$ cat src/rtl/rr_grant_arbiter.sv
// Four-way round-robin arbiter producing a registered one-hot grant.
// Grants are held until done, request drop or timeout, then rotate past the owner.
module rr_grant_arbiter #(
    parameter int TIMEOUT = 15
) (
    input  logic       clk,
    input  logic       rst_n,
    input  logic [3:0] req,
    input  logic       done,
    output logic [3:0] grant,
    output logic       gnt_valid,
    output logic       tmo
);

    typedef enum logic {
        IDLE,
        GRANT
    } state_t;

    localparam logic [7:0] TMO_LIMIT = 8'(TIMEOUT);
    localparam bit         TMO_EN    = (TIMEOUT != 0);
    localparam logic [7:0] CNT_MAX   = 8'hFF;

    state_t     state_q, state_d;
    logic [1:0] ptr_q, ptr_d;
    logic [7:0] cnt_q, cnt_d;
    logic [1:0] owner_q, owner_d;
    logic [3:0] grant_q, grant_d;
    logic       gnt_valid_q, gnt_valid_d;
    logic       tmo_q, tmo_d;

    logic       found;
    logic [1:0] sel;
    logic [1:0] cand;
    logic       rel_done;
    logic       rel_drop;
    logic       rel_tmo;
    logic       release_now;

    // Search starts at ptr and wraps, so the last owner has lowest priority.
    always_comb begin
        found = 1'b0;
        sel   = ptr_q;
        cand  = ptr_q;
        for (int k = 0; k < 4; k++) begin
            cand = ptr_q + 2'(k);
            if (!found && req[cand]) begin
                found = 1'b1;
                sel   = cand;
            end
        end
    end

    always_comb begin
        rel_done    = done;
        rel_drop    = ~req[owner_q];
        rel_tmo     = TMO_EN && (cnt_q == TMO_LIMIT);
        release_now = rel_done || rel_drop || rel_tmo;
    end

    always_comb begin
        state_d = state_q;
        ptr_d   = ptr_q;
        cnt_d   = cnt_q;
        owner_d = owner_q;
        grant_d = grant_q;
        tmo_d   = 1'b0;

        case (state_q)
            IDLE: begin
                grant_d = 4'b0000;
                cnt_d   = 8'd0;
                if (found) begin
                    state_d = GRANT;
                    grant_d = 4'b0001 << sel;
                    cnt_d   = 8'd1;
                    owner_d = sel;
                end
            end
            GRANT: begin
                if (release_now) begin
                    // Always drop to IDLE first so the grant never hops owners in one edge.
                    state_d = IDLE;
                    grant_d = 4'b0000;
                    ptr_d   = owner_q + 2'd1;
                    cnt_d   = 8'd0;
                    tmo_d   = rel_tmo && !rel_done && !rel_drop;
                end else begin
                    cnt_d = (cnt_q == CNT_MAX) ? CNT_MAX : cnt_q + 8'd1;
                end
            end
            default: begin
                state_d = IDLE;
                grant_d = 4'b0000;
            end
        endcase

        gnt_valid_d = |grant_d;
    end

    always_ff @(posedge clk or negedge rst_n) begin
        if (!rst_n) begin
            state_q     <= IDLE;
            ptr_q       <= 2'd0;
            cnt_q       <= 8'd0;
            owner_q     <= 2'd0;
            grant_q     <= 4'b0000;
            gnt_valid_q <= 1'b0;
            tmo_q       <= 1'b0;
        end else begin
            state_q     <= state_d;
            ptr_q       <= ptr_d;
            cnt_q       <= cnt_d;
            owner_q     <= owner_d;
            grant_q     <= grant_d;
            gnt_valid_q <= gnt_valid_d;
            tmo_q       <= tmo_d;
        end
    end

    assign grant     = grant_q;
    assign gnt_valid = gnt_valid_q;
    assign tmo       = tmo_q;

endmodule

$ cat config.mk
export PLATFORM = sky130hd
export DESIGN_NAME = rr_grant_arbiter
export DESIGN_NICKNAME = d
export VERILOG_FILES = /design/src/rtl/rr_grant_arbiter.sv
export SDC_FILE = /design/constraint.sdc
export NUM_CORES = 1
export LEC_CHECK = 0
export ABC_AREA = 0
export BUFFER_PORTS_ARGS = -buffer_cell sky130_fd_sc_hd__buf_2
export CAP_MARGIN = 10
export CORE_ASPECT_RATIO = 0.9
export CORE_UTILIZATION = 46
export DETAILED_ROUTE_END_ITERATION = 10
export GPL_TIMING_DRIVEN = 0
export HOLD_SLACK_MARGIN = 0.05
export PLACE_DENSITY = 0.76
export SLEW_MARGIN = 40
export SYNTH_ARGS = -nofsm -noshare
export SYNTH_HDL_FRONTEND = slang
export SYNTH_SLANG_ARGS = --single-unit
$ cat constraint.sdc
create_clock -name clk -period 4.2 [get_ports clk]
set_input_delay 1.26 -clock clk [delete_from_list [all_inputs] [get_ports clk]]
set_output_delay 1.26 -clock clk [all_outputs]
set_load 0.01 [all_outputs]
# After elaboration in Yosys (flattened, before gate mapping)
# Cells that the tools add are included.
[totals] wordCells=65 out_inout_bits=6 inputBits=7 register_bits=19
[classes] n_mux=29 shifts=1 n_eq_ne=2 addsub=5 bitwise=2 n_lt_le_gt_ge=5 reduce_logical=14
[ops] operator="2-to-1 mux 8 bit" count=2
[ops] operator="one-hot mux 8 bit (2 select lines)" count=1
[ops] operator="< comparator 2 x 3 -> 1 bit (second input constant)" count=5
[ops] operator="2-to-1 mux 1 bit" count=14
[ops] operator="binary-select mux 1 bit (select 2 bit)" count=5
[ops] operator="adder 8 x 1 -> 8 bit (second input constant)" count=1
[ops] operator="equality test 8 x 4 -> 1 bit (second input constant)" count=1
[ops] operator="equality test 8 bit (second input constant)" count=1
[ops] operator="2-to-1 mux 4 bit" count=2
[ops] operator="one-hot mux 4 bit (2 select lines)" count=1
[ops] operator="2-to-1 mux 2 bit" count=3
[ops] operator="logical AND 1 bit" count=5
[ops] operator="adder 2 x 1 -> 2 bit (second input constant)" count=2
[ops] operator="adder 2 bit (second input constant)" count=2
[ops] operator="logical NOT 1 bit" count=4
[ops] operator="AND reduction 2 bit" count=2
[ops] operator="OR reduction 4 bit" count=1
[ops] operator="<< shifter 1 x 2 -> 4 bit (first input constant)" count=1
[ops] operator="logical OR 1 bit" count=2
[ops] operator="inverter 1 bit" count=2
[ops] operator="one-hot mux 1 bit (2 select lines)" count=1

# Depth between registers and ports, before layout
# Gate-level depths: netlist (run 1).
[depth] ltp_word=16 depth_mapped=6 depth_no_buf=5

# Worst setup path after synthesis (run 1)
# Ideal clock, no wire load.
[synth_path] path_type="in2reg" start="input port req[3]" end="register ptr_q[1]" slack_ns=1.735 path_stages=4 required_ns=4.075 setup_ns=0.125 n_path_buf=0 t_arrival_ns=2.340 cell_sequence="mux4_2 -> nor2b_4 -> a21bo_4 -> mux2_4"
[synth_via] elab_chain_len=6
[synth_rtl] element="start, declared" line_no="8" text="input logic [3:0] req,"
[synth_rtl] element="binary-select mux 1 bit (select 2 bit)" line_no="56" text="rel_drop = ~req[owner_q];"
[synth_rtl] element="2-to-1 mux 1 bit (implied by the code)" line_no="56"
[synth_rtl] element="inverter 1 bit" line_no="56"
[synth_rtl] element="logical OR 1 bit (2 in a row)" line_no="58" text="release_now = rel_done || rel_drop || rel_tmo;"
[synth_rtl] element="AND reduction 2 bit (no line)"
[synth_rtl] element="end signal, assigned" line_no="112" text="ptr_q <= ptr_d;"
[synth_rtl] element="end, declared" line_no="25" text="logic [1:0] ptr_q, ptr_d;"
# Every way passes these cells. The select of a mux whose other input is x is not followed.
# A chain may end at the register's enable or synchronous reset.

# Worst setup path in the final report (run 1)
[layout_path] start="input port req[2]" end="register ptr_q[1]"
# Same word-level chain as after synthesis.

==> impl_metrics.csv, run 1 <==
group,metric,value,unit
run_status,outcome,"completed",
layout,area_delta_synth_final,12.5,%
min_path,whs_path_depth,1,
clocking,post_cts_buffers,0,
synthesis,yosysMostFrequentCell,"dfrtp_1",
setup_path,timing.critical_path.buf_inv,1,
clocking,clockBufferDepth,2,
route,drtIter0Drc,11,
sta,fin_tns_setup,0,ns
synthesis,syn_inst,88,
synthesis,yosysTopAreaCell,"dfrtp_1",
sta,tightestPinTransition,0.519,ns
layout,final_layout_size_suffix_gt1_share,22.1,%
route,wl_per_cell,13.6,um
min_path,worst_hold_path_type,"reg2reg",
setup_path,cpMaxStageDelayCell,"mux4_2",
clocking,path_clk_slew,0.10,ns
floorplanning,die-area,2260,um^2
setup_path,regToRegSetupSlack,2.39,ns
power,leakagePower,0.000514,uW
clocking,ctsResizeCount,0,
global_routing,gr-total-overflow,0,
clocking,cts_tree,"built",
synthesis,avgSynthCellArea,10.8,um^2
synthesis,synth_warnings,0,
layout,antenna_cells,0,
global_routing,gr-max-usage-layer,"met2",
route,drt_pass1_iterations,4,
global_routing,grt_pass1_vias,701,
synthesis,yosysUniqueCellTypes,35,
sta,slew_violations,0,
global_routing,track_usage,18.6,%
synthesis,synth-seq-cells,19,
clocking,cts_buffers,3,
floorplanning,coreArea,1930,um^2
floorplanning,die_h,45.2,um
clocking,insertion_delay,0.29,ns
synthesis,yosys.area.top_type_share,49.9,%
synthesis,synth_common_cells,"dfrtp_1 (19), a21oi_1 (9), nand2_1 (6), inv_1 (4)",
sta,slew-limit-headroom,64.5,%
global_routing,grt_max_degree,20,
sta,fin_worst_skew,0.00311,ns
global_routing,antenna_found_initial,0,
floorplanning,start_util,49.3,%
setup_path,critPathMaxFanout,6,
setup_path,critPathLaunchType,"input port",
synthesis,yosysSeqAreaShare,49.9,%
global_routing,grt_use_met1,20.3,%
clocking,numClockSinks,19,
synthesis,synth_area,952,um^2
sta,fin_crit_sh,55.1,%
clocking,cts-root-buf,"clkbuf_4",
route,totalWireLength,1760,um
layout,final_nets,113,
sta,hold_viol,0,
sta,period_needed,2.31,ns
setup_path,r2r-start,"cnt_q[0]$_DFF_PN0_",
floorplanning,std_cell_rows,15,
sta,rsz0062_at_grt,"false",
sta,setup_viol,0,
setup_path,critPathRequiredTime,4.39,ns
synthesis,async_flop_share,100,%
min_path,worstHoldStart,"grant[0]$_DFF_PN0_",
setup_path,worstRegToRegCells,6,
route,drc,0,
synthesis,synthFlopType,"dfrtp_1",
setup_path,crit_path_end_kind,"flop",
setup_path,critPathKind,"in2reg",
placement,hpwl,1290,um
setup_path,crit_arrival,2.50,ns
setup_path,rr_endpoint,"ptr_q[1]$_DFFE_PN0P_",
synthesis,synth_fp_nets,96,
power,power.density,564,nW/um^2
power,finalPower,604,uW
global_routing,use_met3,7.07,%
placement,portBuffers,12,
synthesis,synth_edf_count,0,
floorplanning,die_x,50.0,um
run,maxCapViolCount,0,
setup_path,cp_top_family,"multiplexers",
global_routing,use_met2,33.2,%
layout,post-route-util,55.4,%
setup_path,critPathLaunch,"req[2]",
sta,fin_hold_ws,0.536,ns
power,ir_drop,0.000381,V
setup_path,critical-path-max-stage-delay,0.45,ns
clocking,cts.htree.levels,1,
floorplanning,num_io_pins,13,
sta,max_freq,432,MHz
synthesis,synth_area_leaders,"dfrtp_1 (50%), a21oi_1 (4.7%), a22o_1 (2.8%)",
setup_path,cp_cell_sequence,"buf_2, mux4_2, nor2b_4, a21bo_4, mux2_4",
route,route.vias.total,710,
min_path,min_to,"grant[0]$_DFF_PN0_",
route,avgViaCountPerCell,5.50,
route,detail-route-antenna-nets,0,
global_routing,grt_first_pass_wirelength,2990,um
clocking,cts_hold_buf,0,
placement,gp_congestion,0.872,
-- stage by stage --
stage,cell area [um^2],std cells,setup WS [ns]
2_1_floorplan,952,88,1.73
3_3_place_gp,1040,125,1.58
3_5_place_dp,1040,125,1.57
4_1_cts,1070,129,1.89
5_1_grt,1070,129,1.86
6_report,1070,129,1.89
-- flip-flops by register name (all words and copies together) (netlist names) --
signal / count
state_q: 1
grant: 4
ptr_q: 2
tmo: 1
gnt_valid: 1
owner_q: 2
cnt_q: 8
-- worst max-delay path by stage --
stage | end | slack (ns) | cells after the start
floorplan | ptr_q[1]$_DFFE_PN0P_ | 1.73 | 4
global placement | ptr_q[1]$_DFFE_PN0P_ | 1.58 | 5
detailed placement | ptr_q[1]$_DFFE_PN0P_ | 1.57 | 5
CTS | ptr_q[1]$_DFFE_PN0P_ | 1.89 | 5
global route | grant[3]$_DFF_PN0_ | 1.86 | 5
finish | ptr_q[1]$_DFFE_PN0P_ | 1.89 | 5
-- cell type report --
type                       instances  area (um^2)
fill                             171          862
sequential                        19          475
multi-input combinational         64          458
timing repair buffer              12         60.1
tap                               25         31.3
clock buffer                       3         22.5
inverter                           4         15.0
clock inverter                     1         5.00
buffer                             1         3.75
-- routing by layer --
metal	wire (um)	vias up	part of all wire, %
met3	68	4	3.9
met4	20	0	1.1
met2	832	14	47
met1	834	334	47
met5	0	-	0
li1	-	358	-
-- cell usage in the layout, fill, tap and decap left out, types with 2 or more instances in the layout --
cell type,n
nor2_1,3
inv_1,4
a21o_1,3
clkbuf_4,3
and3_1,2
nor4_1,2
xor2_1,2
o21ai_0,3
nand3_1,2
dfrtp_1,19
o2bb2ai_1,2
nand2b_1,2
nor3_1,2
nor3b_1,3
a22o_1,3
nand2_1,6
buf_2,12
xnor2_1,2
a21oi_1,9
a31oi_1,2
-- worst register-to-register path, stage by stage, from the launching register on --
cell and delay (ns):
dfrtp_1 0.41, ha_1 0.19, and3_1 0.16, clkbuf_1 0.24
nand2_1 0.18, a21bo_4 0.25, mux2_4 0.29
-- report_power, final --
group | switching, uW | leakage, uW | internal (uW)
Sequential | 54.8 | 0.000248 | 235
Clock | 54.3 | 0.0000177 | 35.4
Combinational | 108 | 0.000248 | 116
Total | 217 | 0.000514 | 387
-- cells by family (layout without fill, tap and decap cells) --
group / after synthesis / in the layout / synth area share (%)
AO/OA/AOI/OAI: 28 / 28 / 20.6
XOR/XNOR: 4 / 4 / 3.68
adder cells (fa/ha/maj): 1 / 1 / 1.31
buffers and inverters: 5 / 21 / 1.97
flip-flops: 19 / 19 / 49.9
multiplexers: 3 / 3 / 4.99
AND/OR/NAND/NOR: 28 / 28 / 17.5
(Power assumes the default switching activity.)
==> inputs of run 2 (changes only) <==
--- a/config.mk
+++ b/config.mk
@@ -5,7 +5,7 @@
 export SDC_FILE = /design/constraint.sdc
 export NUM_CORES = 1
 export LEC_CHECK = 0
-export ABC_AREA = 0
+export ABC_AREA = 1
 export BUFFER_PORTS_ARGS = -buffer_cell sky130_fd_sc_hd__buf_2
 export CAP_MARGIN = 10
 export CORE_ASPECT_RATIO = 0.9
@@ -13,7 +13,7 @@
 export DETAILED_ROUTE_END_ITERATION = 10
 export GPL_TIMING_DRIVEN = 0
 export HOLD_SLACK_MARGIN = 0.05
-export PLACE_DENSITY = 0.76
+export PLACE_DENSITY = 0.75
 export SLEW_MARGIN = 40
 export SYNTH_ARGS = -nofsm -noshare
 export SYNTH_HDL_FRONTEND = slang
==> constraint.sdc (replaced) <==
create_clock -name clk -period 2.2 [get_ports clk]
set_input_delay 0.66 -clock clk [delete_from_list [all_inputs] [get_ports clk]]
set_output_delay 0.66 -clock clk [all_outputs]
set_load 0.01 [all_outputs]
==> run 2 against run 1 <==
  * Flip-flop and latch count is the same
  * Sequential share of layout area is 11 points lower
  * Non-clock buffer count grew 2
  * Hold slack got worse by 0.26 ns
  * Routed wire length is 51% higher
  * Register-to-register slack worse by 2.1 ns
  * Synthesized cell count is 110% higher
  * Die area increased by 35%
  * Critical path type unchanged
==> impl_metrics.csv, run 2 <==
group,metric,value,unit
run_status,outcome,"completed",
setup_path,worstRegToRegCells,13,
clocking,path_clk_slew,0.10,ns
layout,largest_reg_flops,8,
route,route.vias.total,1210,
run,maxCapViolCount,0,
sta,max_freq,528,MHz
synthesis,synth_area,1300,um^2
floorplanning,start_util,50.7,%
floorplanning,die_h,52.5,um
layout,final_layout_size_suffix_gt1_share,22.6,%
global_routing,gr-total-overflow,0,
setup_path,critPathLaunch,"req[1]",
layout,post-route-util,55.9,%
route,detail-route-antenna-nets,0,
global_routing,track_usage,20.4,%
power,power.density,1370,nW/um^2
clocking,cts-root-buf,"clkbuf_4",
sta,tightestPinTransition,0.422,ns
route,totalWireLength,2650,um
power,p_clk_share,8.9,%
synthesis,avgSynthCellArea,7.12,um^2
global_routing,antenna_found_initial,0,
power,leakagePower,0.000754,uW
synthesis,yosys.area.top_type_share,36.5,%
setup_path,rr_endpoint,"gnt_valid$_DFF_PN0_",
power,p_int,950,uW
synthesis,synth_common_cells,"nand2_1 (58), dfrtp_1 (19), nor2_1 (19), inv_1 (16), nand2_2 (14)",
synthesis,synth_edf_count,0,
route,drtIter0Drc,27,
floorplanning,die-area,3050,um^2
synthesis,synth-seq-cells,19,
floorplanning,coreArea,2570,um^2
sta,fin_crit_sh,86.0,%
setup_path,cp-endpoint,"cnt_q[7]$_DFF_PN0_",
global_routing,grt_first_pass_wirelength,4800,um
placement,dpl.cell_count,233,
setup_path,r2r-start,"ptr_q[1]$_DFFE_PN0P_",
clocking,insertion_delay,0.30,ns
sta,hold_viol,0,
setup_path,critPathMaxFanout,7,
sta,fin_tns_setup,0,ns
setup_path,critPathLaunchType,"input port",
setup_path,crit_path_end_kind,"flop",
route,wl_per_cell,11.2,um
clocking,ctsResizeCount,0,
global_routing,grt_max_degree,20,
layout,antenna_cells,0,
synthesis,synth_warnings,0,
clocking,numClockSinks,19,
layout,fill_cells,259,
power,combPwrFrac,65.0,%
layout,layout_commonest_cell,"nand2_1",
sta,slew-limit-headroom,71.9,%
layout,fin_cells,237,
power,ir_drop,0.000628,V
clocking,cts.htree.levels,1,
setup_path,critical_path.most_common_cell,"inv_1",
layout,final_cell_mix,"nand2_1 (58), nor2_1 (19), dfrtp_1 (19)",
power,finalPower,1970,uW
clocking,post_cts_buffers,0,
clocking,cts_hold_buf,0,
synthesis,yosysMostFrequentCell,"nand2_1",
power,switching_share,51.9,%
floorplanning,die_x,58.1,um
clocking,cts_tree,"built",
clocking,clockBufferDepth,2,
synthesis,synth_area_leaders,"dfrtp_1 (36%), nand2_1 (17%), nand2_2 (6.7%)",
synthesis,synthFlopType,"dfrtp_1",
synthesis,yosysSeqAreaShare,36.5,%
setup_path,cpMaxStageDelayCell,"nor2_1",
setup_path,critPathKind,"in2reg",
layout,area_delta_synth_final,10.3,%
setup_path,cp_cell_sequence,"buf_2, inv_1, a21oi_1, o21ai_0, o21ai_0, inv_1, nor2_1, nand2_1, nor2_1, inv_1, nor3b_1",
synthesis,syn_inst,183,
setup_path,critPathRequiredTime,2.42,ns
sta,fin_worst_skew,0.00125,ns
synthesis,yosysUniqueCellTypes,26,
sta,setup_viol,0,
power,p_seq_share,26.0,%
layout,final_nets,208,
power,power.switching,1030,uW
global_routing,grt_pass1_vias,1167,
route,drc,0,
floorplanning,num_io_pins,13,
min_path,worst_hold_path_type,"in2async",
clocking,cts_buffers,3,
synthesis,synth_fp_nets,191,
route,drt_pass1_iterations,4,
sta,fin_hold_ws,0.279,ns
sta,slew_violations,0,
sta,period_needed,1.89,ns
setup_path,regToRegSetupSlack,0.33,ns
placement,hpwl,2050,um
placement,portBuffers,12,
setup_path,critical-path-max-stage-delay,0.33,ns
placement,gp_congestion,0.887,
sta,rsz0062_at_grt,"false",
route,avgViaCountPerCell,5.11,
layout,regMostFlops,"cnt_q",
setup_path,crit_arrival,2.11,ns
synthesis,yosysTopAreaCell,"dfrtp_1",
synthesis,async_flop_share,100,%
floorplanning,std_cell_rows,17,
==> run 2: power by group through the flow <==
stage,clock network (uW),logic (uW),registers (uW)
3_5_place_dp,0,1270,520
2_1_floorplan,0,1020,522
5_1_grt,196,1440,528
6_report,177,1280,514
3_3_place_gp,0,1230,517
4_1_cts,185,1270,515
==> run 2: kinds of logic after synthesis <==
logic type / Yosys count / share of synthesized area [%]
XOR/XNOR: 2 / 1.34
flip-flops: 19 / 36.5
AO/OA/AOI/OAI: 15 / 6.72
AND/OR/NAND/NOR: 124 / 46.1
adder cells (fa/ha/maj): 1 / 0.960
buffers and inverters: 22 / 8.45
==> run 2: worst max-delay path: cells and delay by family <==
family	cells	cell delay, ns
buffers and inverters	4	0.46
AND/OR/NAND/NOR	4	0.70
AO/OA/AOI/OAI	3	0.29
==> run 2: worst min-delay path by stage <==
stage | end | depth (start not counted)
4_1_cts | ptr_q[0]$_DFFE_PN0P_ | 1
6_report | ptr_q[1]$_DFFE_PN0P_ | 1
2_1_floorplan | cnt_q[0]$_DFF_PN0_ | 0
3_5_place_dp | cnt_q[0]$_DFF_PN0_ | 1
5_1_grt | ptr_q[1]$_DFFE_PN0P_ | 1
3_3_place_gp | grant[2]$_DFF_PN0_ | 2
==> run 2: routing by layer <==
metal	vias to the layer above	share of wire [%]	GRT usage [%]
met4	0	0.45	3.97
met2	17	48	34.9
li1	617	-	-
met1	573	48	25.6
met5	-	0	0
met3	3	3.7	5.93
==> run 2: per-stage QoR <==
step	instance area, um^2	setup WS [ns]
floorplan	1300	0.431
global placement	1410	0.0503
detailed placement	1410	0.0199
CTS	1440	0.343
global route	1440	0.164
finish	1440	0.308
==> run 2: final cells by class <==
cell class / instances / area, um^2 / area share, %
buffer: 3 / 26.3 / 1.83
clock buffer: 4 / 26.3 / 1.83
inverter: 19 / 83.8 / 5.83
multi-input combinational: 142 / 718 / 50.0
sequential: 19 / 475 / 33.1
tap: 38 / 47.5 / 3.31
timing repair buffer: 12 / 60.1 / 4.18
